===== config.mk =====
export PLATFORM = sky130hd
export DESIGN_NAME = m_imem_loader
export DESIGN_NICKNAME = d
export VERILOG_FILES = /design/src/rtl/m_imem_loader_pkg.sv /design/src/rtl/m_byte_pack.sv /design/src/rtl/m_imem_loader.sv
export SDC_FILE = /design/constraint.sdc
export NUM_CORES = 1
export LEC_CHECK = 0
export CAP_MARGIN = 20
export CELL_PAD_IN_SITES_DETAIL_PLACEMENT = 0
export CELL_PAD_IN_SITES_GLOBAL_PLACEMENT = 1
export CORE_MARGIN = 4
export CORE_UTILIZATION = 28
export CTS_CLUSTER_SIZE = 10
export DETAILED_ROUTE_END_ITERATION = 16
export PLACE_DENSITY = 0.62
export SYNTH_ARGS = -nofsm -noshare
export SYNTH_HDL_FRONTEND = slang
export SYNTH_HIERARCHICAL = 1
export SYNTH_SLANG_ARGS = --single-unit

===== constraint.sdc =====
create_clock -name w_clk -period 3.6 [get_ports w_clk]
set_clock_uncertainty 0.1 [all_clocks]
set_input_delay 1.08 -clock w_clk [delete_from_list [all_inputs] [get_ports w_clk]]
set_output_delay 1.08 -clock w_clk [all_outputs]
set_load 0.005 [all_outputs]

===== src/rtl/m_imem_loader_pkg.sv =====
// Shared types and frame constants for the boot-time instruction memory loader.
`timescale 1ns/1ps
package m_imem_loader_pkg;

  localparam int unsigned LEN_BYTES      = 4;
  localparam int unsigned BYTES_PER_WORD = 4;
  localparam int unsigned BYTE_W         = 8;
  localparam int unsigned WORD_W         = 32;
  localparam int unsigned BIDX_W         = 2;

  typedef enum logic [2:0] {
    S_LEN  = 3'd0,
    S_DATA = 3'd1,
    S_SUM  = 3'd2,
    S_DONE = 3'd3,
    S_ERR  = 3'd4
  } state_e;

  typedef struct packed {
    logic [WORD_W-1:0] addr;
    logic [WORD_W-1:0] data;
  } imem_wr_t;

  // Byte address of a word slot relative to the image base.
  function automatic logic [WORD_W-1:0] word_addr(input logic [WORD_W-1:0] base,
                                                  input logic [WORD_W-1:0] idx);
    return base + (idx << 2);
  endfunction

endpackage


===== src/rtl/m_byte_pack.sv =====
// Little-endian 4-byte assembler: first byte lands in [7:0], the fourth completes the word.
`timescale 1ns/1ps
module m_byte_pack
  import m_imem_loader_pkg::*;
(
  input  logic                w_clk,
  input  logic                w_rst_n,
  input  logic                w_en,
  input  logic [BYTE_W-1:0]   w_byte,
  output logic [WORD_W-1:0]   w_word_c,
  output logic                w_last_c
);

  localparam int unsigned BUF_W = WORD_W - BYTE_W;

  logic [BIDX_W-1:0] idx_q;
  logic [BUF_W-1:0]  buf_q;

  always_ff @(posedge w_clk or negedge w_rst_n) begin
    if (!w_rst_n) begin
      idx_q <= '0;
      buf_q <= '0;
    end else if (w_en) begin
      idx_q <= idx_q + BIDX_W'(1);
      case (idx_q)
        2'd0:    buf_q[7:0]   <= w_byte;
        2'd1:    buf_q[15:8]  <= w_byte;
        2'd2:    buf_q[23:16] <= w_byte;
        default: ;
      endcase
    end
  end

  // The top byte is taken straight from the input so the word is ready on the completing transfer.
  assign w_word_c = {w_byte, buf_q};
  assign w_last_c = w_en && (idx_q == BIDX_W'(BYTES_PER_WORD - 1));

endmodule


===== src/rtl/m_imem_loader.sv =====
// Boot loader: parses a length/payload/checksum byte frame into imem writes and releases the core on success.
`timescale 1ns/1ps
module m_imem_loader
  import m_imem_loader_pkg::*;
#(
  parameter logic [31:0] BASE_ADDR = 32'h0,
  parameter int unsigned MAX_WORDS = 1024
) (
  input  logic        w_clk,
  input  logic        w_rst_n,
  input  logic        w_in_valid,
  input  logic [7:0]  w_in_data,
  output logic        w_in_ready,
  output logic        w_we,
  output logic [31:0] w_waddr,
  output logic [31:0] w_wdata,
  output logic        w_done,
  output logic        w_err,
  output logic        w_cpu_rst_n
);

  localparam int unsigned IDX_W = $clog2(MAX_WORDS + 1);

  state_e            state_q;
  logic [WORD_W-1:0] len_q;
  logic [IDX_W-1:0]  widx_q;
  logic [BYTE_W-1:0] sum_q;
  imem_wr_t          wr_q;
  logic              we_q;
  logic              done_q;
  logic              err_q;
  logic              cpu_rst_n_q;

  logic              accept_c;
  logic              pack_en_c;
  logic [WORD_W-1:0] word_c;
  logic              last_c;
  logic              last_word_c;

  assign w_in_ready  = w_rst_n & (state_q inside {S_LEN, S_DATA, S_SUM});
  assign accept_c    = w_in_valid & w_in_ready;
  assign pack_en_c   = accept_c & ((state_q == S_LEN) | (state_q == S_DATA));
  assign last_word_c = (WORD_W'(widx_q) == (len_q - WORD_W'(1)));

  // Length field and payload words share one assembler since both are 4-byte little-endian.
  m_byte_pack u_pack (
    .w_clk    (w_clk),
    .w_rst_n  (w_rst_n),
    .w_en     (pack_en_c),
    .w_byte   (w_in_data),
    .w_word_c (word_c),
    .w_last_c (last_c)
  );

  always_ff @(posedge w_clk or negedge w_rst_n) begin
    if (!w_rst_n) begin
      state_q     <= S_LEN;
      len_q       <= '0;
      widx_q      <= '0;
      sum_q       <= '0;
      wr_q        <= '0;
      we_q        <= 1'b0;
      done_q      <= 1'b0;
      err_q       <= 1'b0;
      cpu_rst_n_q <= 1'b0;
    end else begin
      we_q <= 1'b0;
      case (state_q)
        S_LEN: begin
          if (accept_c) begin
            sum_q <= sum_q ^ w_in_data;
            if (last_c) begin
              len_q <= word_c;
              if (word_c > WORD_W'(MAX_WORDS)) begin
                state_q <= S_ERR;
                err_q   <= 1'b1;
              end else if (word_c == '0) begin
                state_q <= S_SUM;
              end else begin
                state_q <= S_DATA;
              end
            end
          end
        end
        S_DATA: begin
          if (accept_c) begin
            sum_q <= sum_q ^ w_in_data;
            if (last_c) begin
              we_q      <= 1'b1;
              wr_q.addr <= word_addr(BASE_ADDR, WORD_W'(widx_q));
              wr_q.data <= word_c;
              widx_q    <= widx_q + IDX_W'(1);
              if (last_word_c) state_q <= S_SUM;
            end
          end
        end
        S_SUM: begin
          // The checksum byte is compared, never folded into the running XOR.
          if (accept_c) begin
            if (w_in_data == sum_q) begin
              state_q     <= S_DONE;
              done_q      <= 1'b1;
              cpu_rst_n_q <= 1'b1;
            end else begin
              state_q <= S_ERR;
              err_q   <= 1'b1;
            end
          end
        end
        default: ;
      endcase
    end
  end

  assign w_we        = we_q;
  assign w_waddr     = wr_q.addr;
  assign w_wdata     = wr_q.data;
  assign w_done      = done_q;
  assign w_err       = err_q;
  assign w_cpu_rst_n = cpu_rst_n_q;

endmodule

==> results.toml, run 1 <==
[sta]
setup_viol = 0
timing.final.crit_share = 0.9085
hold_viol = 0
period_minus_slack_ns = 3.271
maxSlewViolCount = 0
fmax_ghz = 0.3058
slew-limit-headroom = 0.4513
worst_pin_slew_ns = 0.8231
grt_setup_unrepaired = "no"
setup_tns_ns = 0

[synthesis]
synth_cells = 492
avgSynthCellArea_sq_um = 12.68
ys_ff_latch = 126
synthArstFlopShare = 1.000
synth_warnings = 6
synth_edf_count = 0
synth.largest_area_cell = "dfrtp_1"
synth-seq-area-share = 0.5054
yosysTopAreaCellShare = 0.5054
synth_area_sq_um = 6238
synth.distinct_cells = 61
yosys-top-cells-area = "dfrtp_1 (51%), mux2_2 (14%), mux2_4 (5.8%), xnor2_1 (4.6%), buf_4 (3.6%)"
synth_flop_cell = "dfrtp_1"

[global_route]
grt_use_met1 = 0.1832
grt_pass1_wl_um = 24560
use_met3 = 0.03244
first_global_vias = 4225
antenna_found_initial = 0
grt_max_degree = 66
gr-total-overflow = 0
grtUsageMet2 = 0.1948
busiest_layer = "met2"
grtUsageTotal = 0.1303

[routing]
wl_per_cell_um = 17.98
viasPerCell = 4.710
antenna_left = 0
routed_wl_um = 15380
vias = 4027
drcViolationCount = 0
drt_iter0_drc = 256
firstDrtPassIters = 4

[finish]
final-instance-count-excl-fill = 855
n_antenna_cell = 0
final_nets = 580
n_fill_cell = 2168
area_growth_pct = 23.85
drive_gt1_frac = 0.2991

[power]
p_per_area_nw_per_um2 = 580.0
internal-power_mw = 3.208
sw_frac_of_total = 0.2842
combPwrFrac = 0.186
vdd_drop_max_v = 0.0003148
power_switching_mw = 1.274
seqPwrFrac = 0.428
power.leakage_nw = 3.576
p_clk_frac = 0.386

[critical_path]
cp-start-kind = "input port"
r2r_slack_ns = 0.41
r2r_cells = 9
cp_data_arrival_time_ns = 2.09
r2r-end = "state_q[0]"
crit_path_end = "w_in_ready"
timing.critical_path.fanout_max = 8
critPathKind = "input port to output port"
end_kind = "output port"
path_buf_inv = 2
cp_top_family = "buffers and inverters"
crit_chain = "buf_4, nand2_1, a21oi_1, clkdlybuf4s50_1"
crit_cells = 4
crit_path_start = "w_rst_n"
r2r_start = "len_q[0]"
max_stage_delay_ns = 0.54
cp_slowest_cell = "clkdlybuf4s50_1"
critical_path_required_ns = 2.42

[floorplanning]
coreArea_sq_um = 21890
die-width_um = 157.3
start_util = 0.2850
dieArea_sq_um = 24730
num_rows = 54
ios = 80
die_height_um = 157.3

[clocking]
clock-sinks = 126
cts_setup_buffers = 0
cts_buffer_depth = 2
root_buffer = "clkbuf_16"
cts_tree = "built"
h-tree-depth = 4
clkTransAtPathRegs_ns = 0.06
cts_hold_buf = 0
cts_buffers = 17
clkLatencyLatePin_ns = 0.41
cts_resized = 0

[place]
routabilityCongestion = 0.8912
place_hpwl_um = 11200
place_inst = 824
port_buffers = 58

[min_path]
hold_path_class = "input port to async pin"

[job]
drv_cap = 0

[run_status]
status = "finished, final reports clean"
cells in the mapped netlist (4+ instances only):
library cell and count:
or4_1 4, a2111oi_0 5, nor3_1 7, inv_1 10
clkbuf_1 10, nor2_1 11, xor2_1 8, buf_4 30
o21ai_0 4, buf_6 4, a21oi_1 6, buf_1 5
xnor2_1 33, nand3_1 4, dfrtp_1 126, ha_1 6
or2_2 5, nor2b_1 4, nand2_1 25, mux2_2 76
nor4_1 18, mux2_4 24, nand4_1 11
kinds of logic after synthesis:
family          count (synthesis)  share of synthesized area
flops                         126                     0.5054
xor+xnor                       41                    0.05756
other cells                     1                  0.0006011
compound gates                 38                    0.04433
simple gates                  119                     0.1236
buf+inv                        59                    0.05837
mux                           102                     0.1982
fa+ha+maj                       6                    0.01203
worst register-to-register path, delay by kind of cell (launching register included):
kind	cells	cell delay, ns
AOI/OAI and AO/OA	1	0.44
buffers and inverters	1	0.08
and+or+nand+nor	6	1.82
adders and majority gates	1	0.20
DFF	1	0.43
per-layer routing:
layer / vias to the layer above / wire [um]
li1: 1869 / -
met1: 2026 / 7339
met2: 111 / 6856
met3: 21 / 871
met4: 0 / 309
met5: - / 0
through the flow:
stage          utilization  worst slack, ns  instance area, sq um  total power [mW]  hold WS (ns)
2_1_floorplan            -          0.07856                  6322             2.480        0.3650
3_3_place_gp        0.3256          0.01252                  7127             2.745        0.3778
3_5_place_dp        0.3256         -0.06618                  7127             2.774        0.3832
4_1_cts             0.3529           0.3045                  7726             4.533        0.3647
5_1_grt             0.3529           0.2482                  7726             4.706        0.3654
6_report            0.3529           0.3294                  7726             4.482        0.3752
layout make-up:
cell class | instances | area, sq um | share of cell area
Clock buffer | 21 | 460.4 | 0.05960
Clock inverter | 10 | 138.9 | 0.01798
Inverter | 10 | 37.54 | 0.004858
Multi-Input combinational cell | 327 | 2810 | 0.3637
Sequential cell | 126 | 3153 | 0.4081
Tap cell | 280 | 350.3 | 0.04534
Timing Repair Buffer | 81 | 775.7 | 0.1004
flip-flops by register name, indices dropped and copies added, names as in the netlist:
| register | cells |
|---|---|
| sum_q | 8 |
| w_waddr | 11 |
| len_q | 32 |
| w_err | 1 |
| widx_q | 11 |
| w_done | 1 |
| u_pack/idx_q | 2 |
| state_q | 3 |
| w_we | 1 |
| u_pack/buf_q | 24 |
| w_wdata | 32 |
layout by cell type, fill, tap and decap left out, types with 4 or more instances in the layout:
master,count
clkdlybuf4s50_1,57
nor2_1,10
dfrtp_1,126
or2_2,5
conb_1,21
xor2_1,8
nor2b_1,4
buf_4,22
nand4_1,11
o21ai_0,4
xnor2_1,33
nand2_1,25
mux2_4,24
nor3_1,7
nor4_1,18
mux2_2,76
nand3_1,4
a2111oi_0,5
ha_1,6
clkbuf_16,17
inv_1,10
or4_1,4
a21oi_1,6
clkinvlp_4,4
worst min-delay path by stage:
stage | cells past startpoint | start | slack (ns) | endpoint
global placement | 1 | sum_q[7] | 0.38 | sum_q[7]
global route | 1 | w_rst_n | 0.37 | state_q[0]
floorplan | 1 | sum_q[0] | 0.36 | sum_q[0]
detailed placement | 1 | sum_q[6] | 0.38 | sum_q[6]
CTS | 1 | w_rst_n | 0.36 | state_q[0]
finish | 1 | w_rst_n | 0.38 | state_q[0]
power groups by stage:
stage               logic, mW  registers (mW)  clock network, mW
global route            0.916            1.95               1.84
global placement        0.816            1.93                  0
detailed placement      0.831            1.94                  0
floorplan               0.675            1.80                  0
CTS                     0.837            1.92               1.78
finish                  0.834            1.92               1.73
No activity file was read; power rests on OpenSTA's default activity.
==> run 2, diff against run 1 <==
--- a/config.mk
+++ b/config.mk
@@ -12,6 +12,7 @@
 export CORE_UTILIZATION = 28
 export CTS_CLUSTER_SIZE = 10
 export DETAILED_ROUTE_END_ITERATION = 16
+export GPL_ROUTABILITY_DRIVEN = 0
 export PLACE_DENSITY = 0.62
 export SYNTH_ARGS = -nofsm -noshare
 export SYNTH_HDL_FRONTEND = slang
==> run 2 against run 1 <==
Effect of this change:
- cell area fell by 0.21%
- total power fell by 1.2%
- critical path depth did not move
- register-to-register slack improved by 0.07 ns
- critical endpoint unchanged
- largest cell class unchanged
- largest power group unchanged
==> results.toml, run 2 (same netlist as run 1, synthesis figures left out) <==
[finish]
area_growth_pct = 23.59
mostFrequentLayoutCells = "dfrtp_1 (126), mux2_2 (76), clkdlybuf4s50_1 (57)"
final_nets = 581
n_antenna_cell = 0
postLayoutCoreUtil = 0.3522
final_area_sq_um = 7710
drive_gt1_frac = 0.3033
final-instance-count-excl-fill = 857
final_common_cell = "dfrtp_1"

[routing]
viasPerCell = 4.730
drt_iter0_drc = 249
wl_per_cell_um = 17.64
vias = 4054
routed_wl_um = 15110
drcViolationCount = 0
antenna_left = 0
firstDrtPassIters = 5

[critical_path]
crit_path_end = "w_in_ready"
critical_path_required_ns = 2.42
r2r-end = "state_q[0]"
critPathKind = "input port to output port"
crit_chain = "buf_4, nand2_1, a21oi_1, clkdlybuf4s50_1"
cp_slowest_cell = "clkdlybuf4s50_1"
cp-start-kind = "input port"
timing.critical_path.fanout_max = 7
r2r_slack_ns = 0.48
crit_path_start = "w_rst_n"
max_stage_delay_ns = 0.56
cp_data_arrival_time_ns = 2.15
r2r_cells = 9
r2r_start = "len_q[0]"
end_kind = "output port"

[sta]
worst_pin_slew_ns = 0.8357
fmax_ghz = 0.3003
timing.final.crit_share = 0.9249
setup_tns_ns = 0
grt_setup_unrepaired = "no"
maxSlewViolCount = 0
slew-limit-headroom = 0.4429
hold_viol = 0
period_minus_slack_ns = 3.330
setup_viol = 0

[power]
p_per_area_nw_per_um2 = 574.2
power.leakage_nw = 3.580
vdd_drop_max_v = 0.0002615
power_mw = 4.427

[global_route]
antenna_found_initial = 0
first_global_vias = 4114
grtUsageTotal = 0.1269
grt_pass1_wl_um = 23600
grt_max_degree = 66
gr-total-overflow = 0

[floorplanning]
die-width_um = 157.3
dieArea_sq_um = 24730
start_util = 0.2850
die_height_um = 157.3
coreArea_sq_um = 21890
num_rows = 54
ios = 80

[clocking]
cts_buffers = 17
clock-sinks = 126
cts_resized = 0
root_buffer = "clkbuf_16"
cts_hold_buf = 0
h-tree-depth = 4
clkTransAtPathRegs_ns = 0.06
cts_tree = "built"
cts_setup_buffers = 0
clkLatencyLatePin_ns = 0.42
cts_buffer_depth = 2

[run_status]
status = "finished, final reports clean"

[place]
place_hpwl_um = 11130
place_inst = 825
port_buffers = 58
place_area_sq_um = 7122

[min_path]
hold_path_class = "input port to async pin"

[job]
drv_cap = 0
[run 2: cell count changes in the layout (fill, tap and decap cells not counted), sizes merged]
| cell | before | now |
|---|---|---|
| buf | 24 | 25 |
| bufinv | 3 | 2 |
| clkinvlp | 4 | 2 |
| clkinv | 3 | 6 |
| inv | 10 | 14 |
| clkbuf | 21 | 18 |
[run 2: critical path: cells and delay by family]
kind                   cells  cell delay, ns
and+or+nand+nor            1            0.11
buffers and inverters      2            0.70
AOI/OAI and AO/OA          1            0.25
[run 2: layer usage]
| metal | share of wire | global-route usage |
|---|---|---|
| met1 | 0.47 | 0.1742 |
| met2 | 0.46 | 0.1946 |
| met3 | 0.058 | 0.03574 |
| met4 | 0.012 | 0.04056 |
| met5 | 0 | 0 |
[run 2: worst min-delay path by stage]
stage                 end  slack [ns]
3_3_place_gp     sum_q[6]        0.38
5_1_grt            w_done        0.35
6_report       state_q[1]        0.37
4_1_cts        state_q[1]        0.35
3_5_place_dp     sum_q[1]        0.38
2_1_floorplan    sum_q[0]        0.36
[run 2: per-stage QoR]
| stage | setup WS, ns | hold slack (ns) |
|---|---|---|
| 5_1_grt | 0.2202 | 0.3505 |
| 6_report | 0.2702 | 0.3713 |
| 4_1_cts | 0.2845 | 0.3542 |
| 3_5_place_dp | 0.03865 | 0.3815 |
| 3_3_place_gp | 0.06815 | 0.3786 |
| 2_1_floorplan | 0.07856 | 0.3650 |
[run 2: cell type report]
class | instances | area [sq um]
Inverter | 10 | 37.54
Fill cell | 2162 | 14180
Multi-Input combinational cell | 327 | 2810
Tap cell | 280 | 350.3
Clock inverter | 14 | 158.9
Sequential cell | 126 | 3153
Timing Repair Buffer | 82 | 770.7
Clock buffer | 18 | 429.2
[run 2: power breakdown]
| group | internal (mW) | switching [mW] | leakage, nW |
|---|---|---|---|
| Sequential | 1.63 | 0.276 | 1.69 |
| Clock | 1.03 | 0.662 | 0.282 |
| Combinational | 0.457 | 0.371 | 1.60 |
==> run 3, diff against run 2 <==
--- a/config.mk
+++ b/config.mk
@@ -13,6 +13,7 @@
 export CTS_CLUSTER_SIZE = 10
 export DETAILED_ROUTE_END_ITERATION = 16
 export GPL_ROUTABILITY_DRIVEN = 0
+export GPL_TIMING_DRIVEN = 0
 export PLACE_DENSITY = 0.62
 export SYNTH_ARGS = -nofsm -noshare
 export SYNTH_HDL_FRONTEND = slang
==> run 3 against run 2 <==
Effect of this change:
- core utilization increased by 1.8 points
- worst setup slack got worse by 0.095 ns
- via count increased by 3.6%
- register-to-register slack about the same
- sequential power about the same
- cell count increased by 3.7%
- sequential share of layout area decreased by 2.0 points
==> results.toml, run 3 (same netlist as run 1, synthesis figures left out) <==
[routing]
firstDrtPassIters = 4
drcViolationCount = 0
wl_per_cell_um = 17.55
antenna_left = 0
vias = 4199
routed_wl_um = 15600
drt_iter0_drc = 240
viasPerCell = 4.723

[floorplanning]
die_height_um = 157.3
ios = 80
start_util = 0.2850
num_rows = 54
dieArea_sq_um = 24730
die-width_um = 157.3
coreArea_sq_um = 21890

[power]
power_mw = 4.545
p_clk_frac = 0.390
combPwrFrac = 0.197
sw_frac_of_total = 0.2876
vdd_drop_max_v = 0.0002886
power.leakage_nw = 3.844
p_per_area_nw_per_um2 = 560.9
seqPwrFrac = 0.413
power_switching_mw = 1.307
internal-power_mw = 3.238

[clocking]
cts_hold_buf = 0
clkTransAtPathRegs_ns = 0.06
cts_buffers = 17
h-tree-depth = 4
cts_tree = "built"
root_buffer = "clkbuf_16"
cts_buffer_depth = 2
clkLatencyLatePin_ns = 0.41
clock-sinks = 126

[critical_path]
cp_top_family = "buffers and inverters"
critical_path_required_ns = 2.42
path_buf_inv = 3
end_kind = "output port"
cpMostUsedCell = "buf_16"
cp_data_arrival_time_ns = 2.24
cp_slowest_cell = "clkdlybuf4s50_1"
critPathKind = "input port to output port"
timing.critical_path.fanout_max = 18
cp-start-kind = "input port"
max_stage_delay_ns = 0.54
crit_chain = "buf_16, buf_16, nand2_1, a21oi_2, clkdlybuf4s50_1"

[finish]
mostFrequentLayoutCells = "dfrtp_1 (126), mux2_2 (76), clkdlybuf4s50_1 (52)"
n_antenna_cell = 0
final_nets = 613
drive_gt1_frac = 0.3333
final_area_sq_um = 8104
final_common_cell = "dfrtp_1"
area_growth_pct = 29.90
final-instance-count-excl-fill = 889
n_fill_cell = 2149

[place]
place_hpwl_um = 11160
place_inst = 851
place_ws_ns = -1.612
port_buffers = 58
place_area_sq_um = 7282

[global_route]
grt_pass1_wl_um = 25030
gr-total-overflow = 0
first_global_vias = 4378
grtUsageTotal = 0.1325
antenna_found_initial = 0
grt_max_degree = 37

[sta]
timing.final.crit_share = 0.9514
hold_viol = 0
fin_ws_ns = 0.1751
slew-limit-headroom = 0.3848
period_minus_slack_ns = 3.425
grt_setup_unrepaired = "no"
maxSlewViolCount = 0
worst_pin_slew_ns = 0.9143
fmax_ghz = 0.2920
holdWs_ns = 0.3710
setup_viol = 0

[job]
drv_cap = 0

[run_status]
status = "finished, final reports clean"

[min_path]
hold_path_class = "flop to flop"
-- run 3: cell count changes in the layout (fill, tap and decap cells not counted), sizes merged, moves of 2 or more --
cell	previous run	this run
buf	25	42
inv	14	12
bufbuf	0	3
clkbuf	18	31
dlymetal6s2s	0	5
clkdlybuf4s50	57	52
-- run 3: layout make-up --
cell class	count	area [sq um]	share of cell area
Timing Repair Buffer	65	775.7	0.09572
Clock inverter	13	163.9	0.02023
Buffer	49	345.3	0.04261
Tap cell	280	350.3	0.04323
Clock buffer	19	442.9	0.05465
Multi-Input combinational cell	327	2835	0.3499
Sequential cell	126	3153	0.3891
Inverter	10	37.54	0.004632
-- run 3: stage by stage --
stage	utilization	TNS, ns
3_5_place_dp	0.3326	-133.10
5_1_grt	0.3702	0
4_1_cts	0.3676	0
6_report	0.3702	0
3_3_place_gp	0.3313	-1081.39
2_1_floorplan	-	0
-- run 3: worst register-to-register path, stage by stage, from the launching register on --
cell	delay [ns]
dfrtp_1	0.32
clkbuf_1	0.42
nand2_1	0.16
and3_4	0.24
nor3b_4	0.16
buf_6	0.14
and2_2	0.22
nor2b_1	0.18
nand2_1	0.22
buf_1	0.47
mux2_2	0.40
-- run 3: worst paths after layout --
check                      slack [ns]  cells after the start         end  startpoint
setup / recovery                 0.18                      5  w_in_ready     w_rst_n
hold / removal                   0.37                      1       w_err       w_err
setup reg to reg                 0.47                     10   len_q[17]  state_q[1]
hold reg to reg                  0.37                      1       w_err       w_err
max in group asynchronous        2.50                      2  state_q[1]     w_rst_n
min in group asynchronous        0.38                      1   len_q[15]     w_rst_n
-- run 3: power groups by stage --
| stage | Combinational [mW] | Sequential (mW) | Clock, mW |
|---|---|---|---|
| after floorplan | 0.675 | 1.80 | 0 |
| after global placement | 0.836 | 1.89 | 0 |
| after detailed placement | 0.859 | 1.90 | 0 |
| after CTS | 0.889 | 1.88 | 1.81 |
| after global routing | 0.980 | 1.91 | 1.88 |
| final | 0.898 | 1.88 | 1.77 |
-- run 3: repair_timing --
action                                  in CTS  in global routing
pin swaps                                    2                  3
buffers inserted                             2                  0
resized for setup                           13                 11
endpoints found under the setup margin      92                 63
gates cloned                                 3                  1
-- run 3: metal layers --
metal  global-route usage  routed length [um]  vias up
li1                     -                   -     1942
met1               0.1837                7489     2136
met2               0.2058                7079      106
met3              0.03492                 826       15
met4              0.03646                 206        0
met5                    0                   0        -
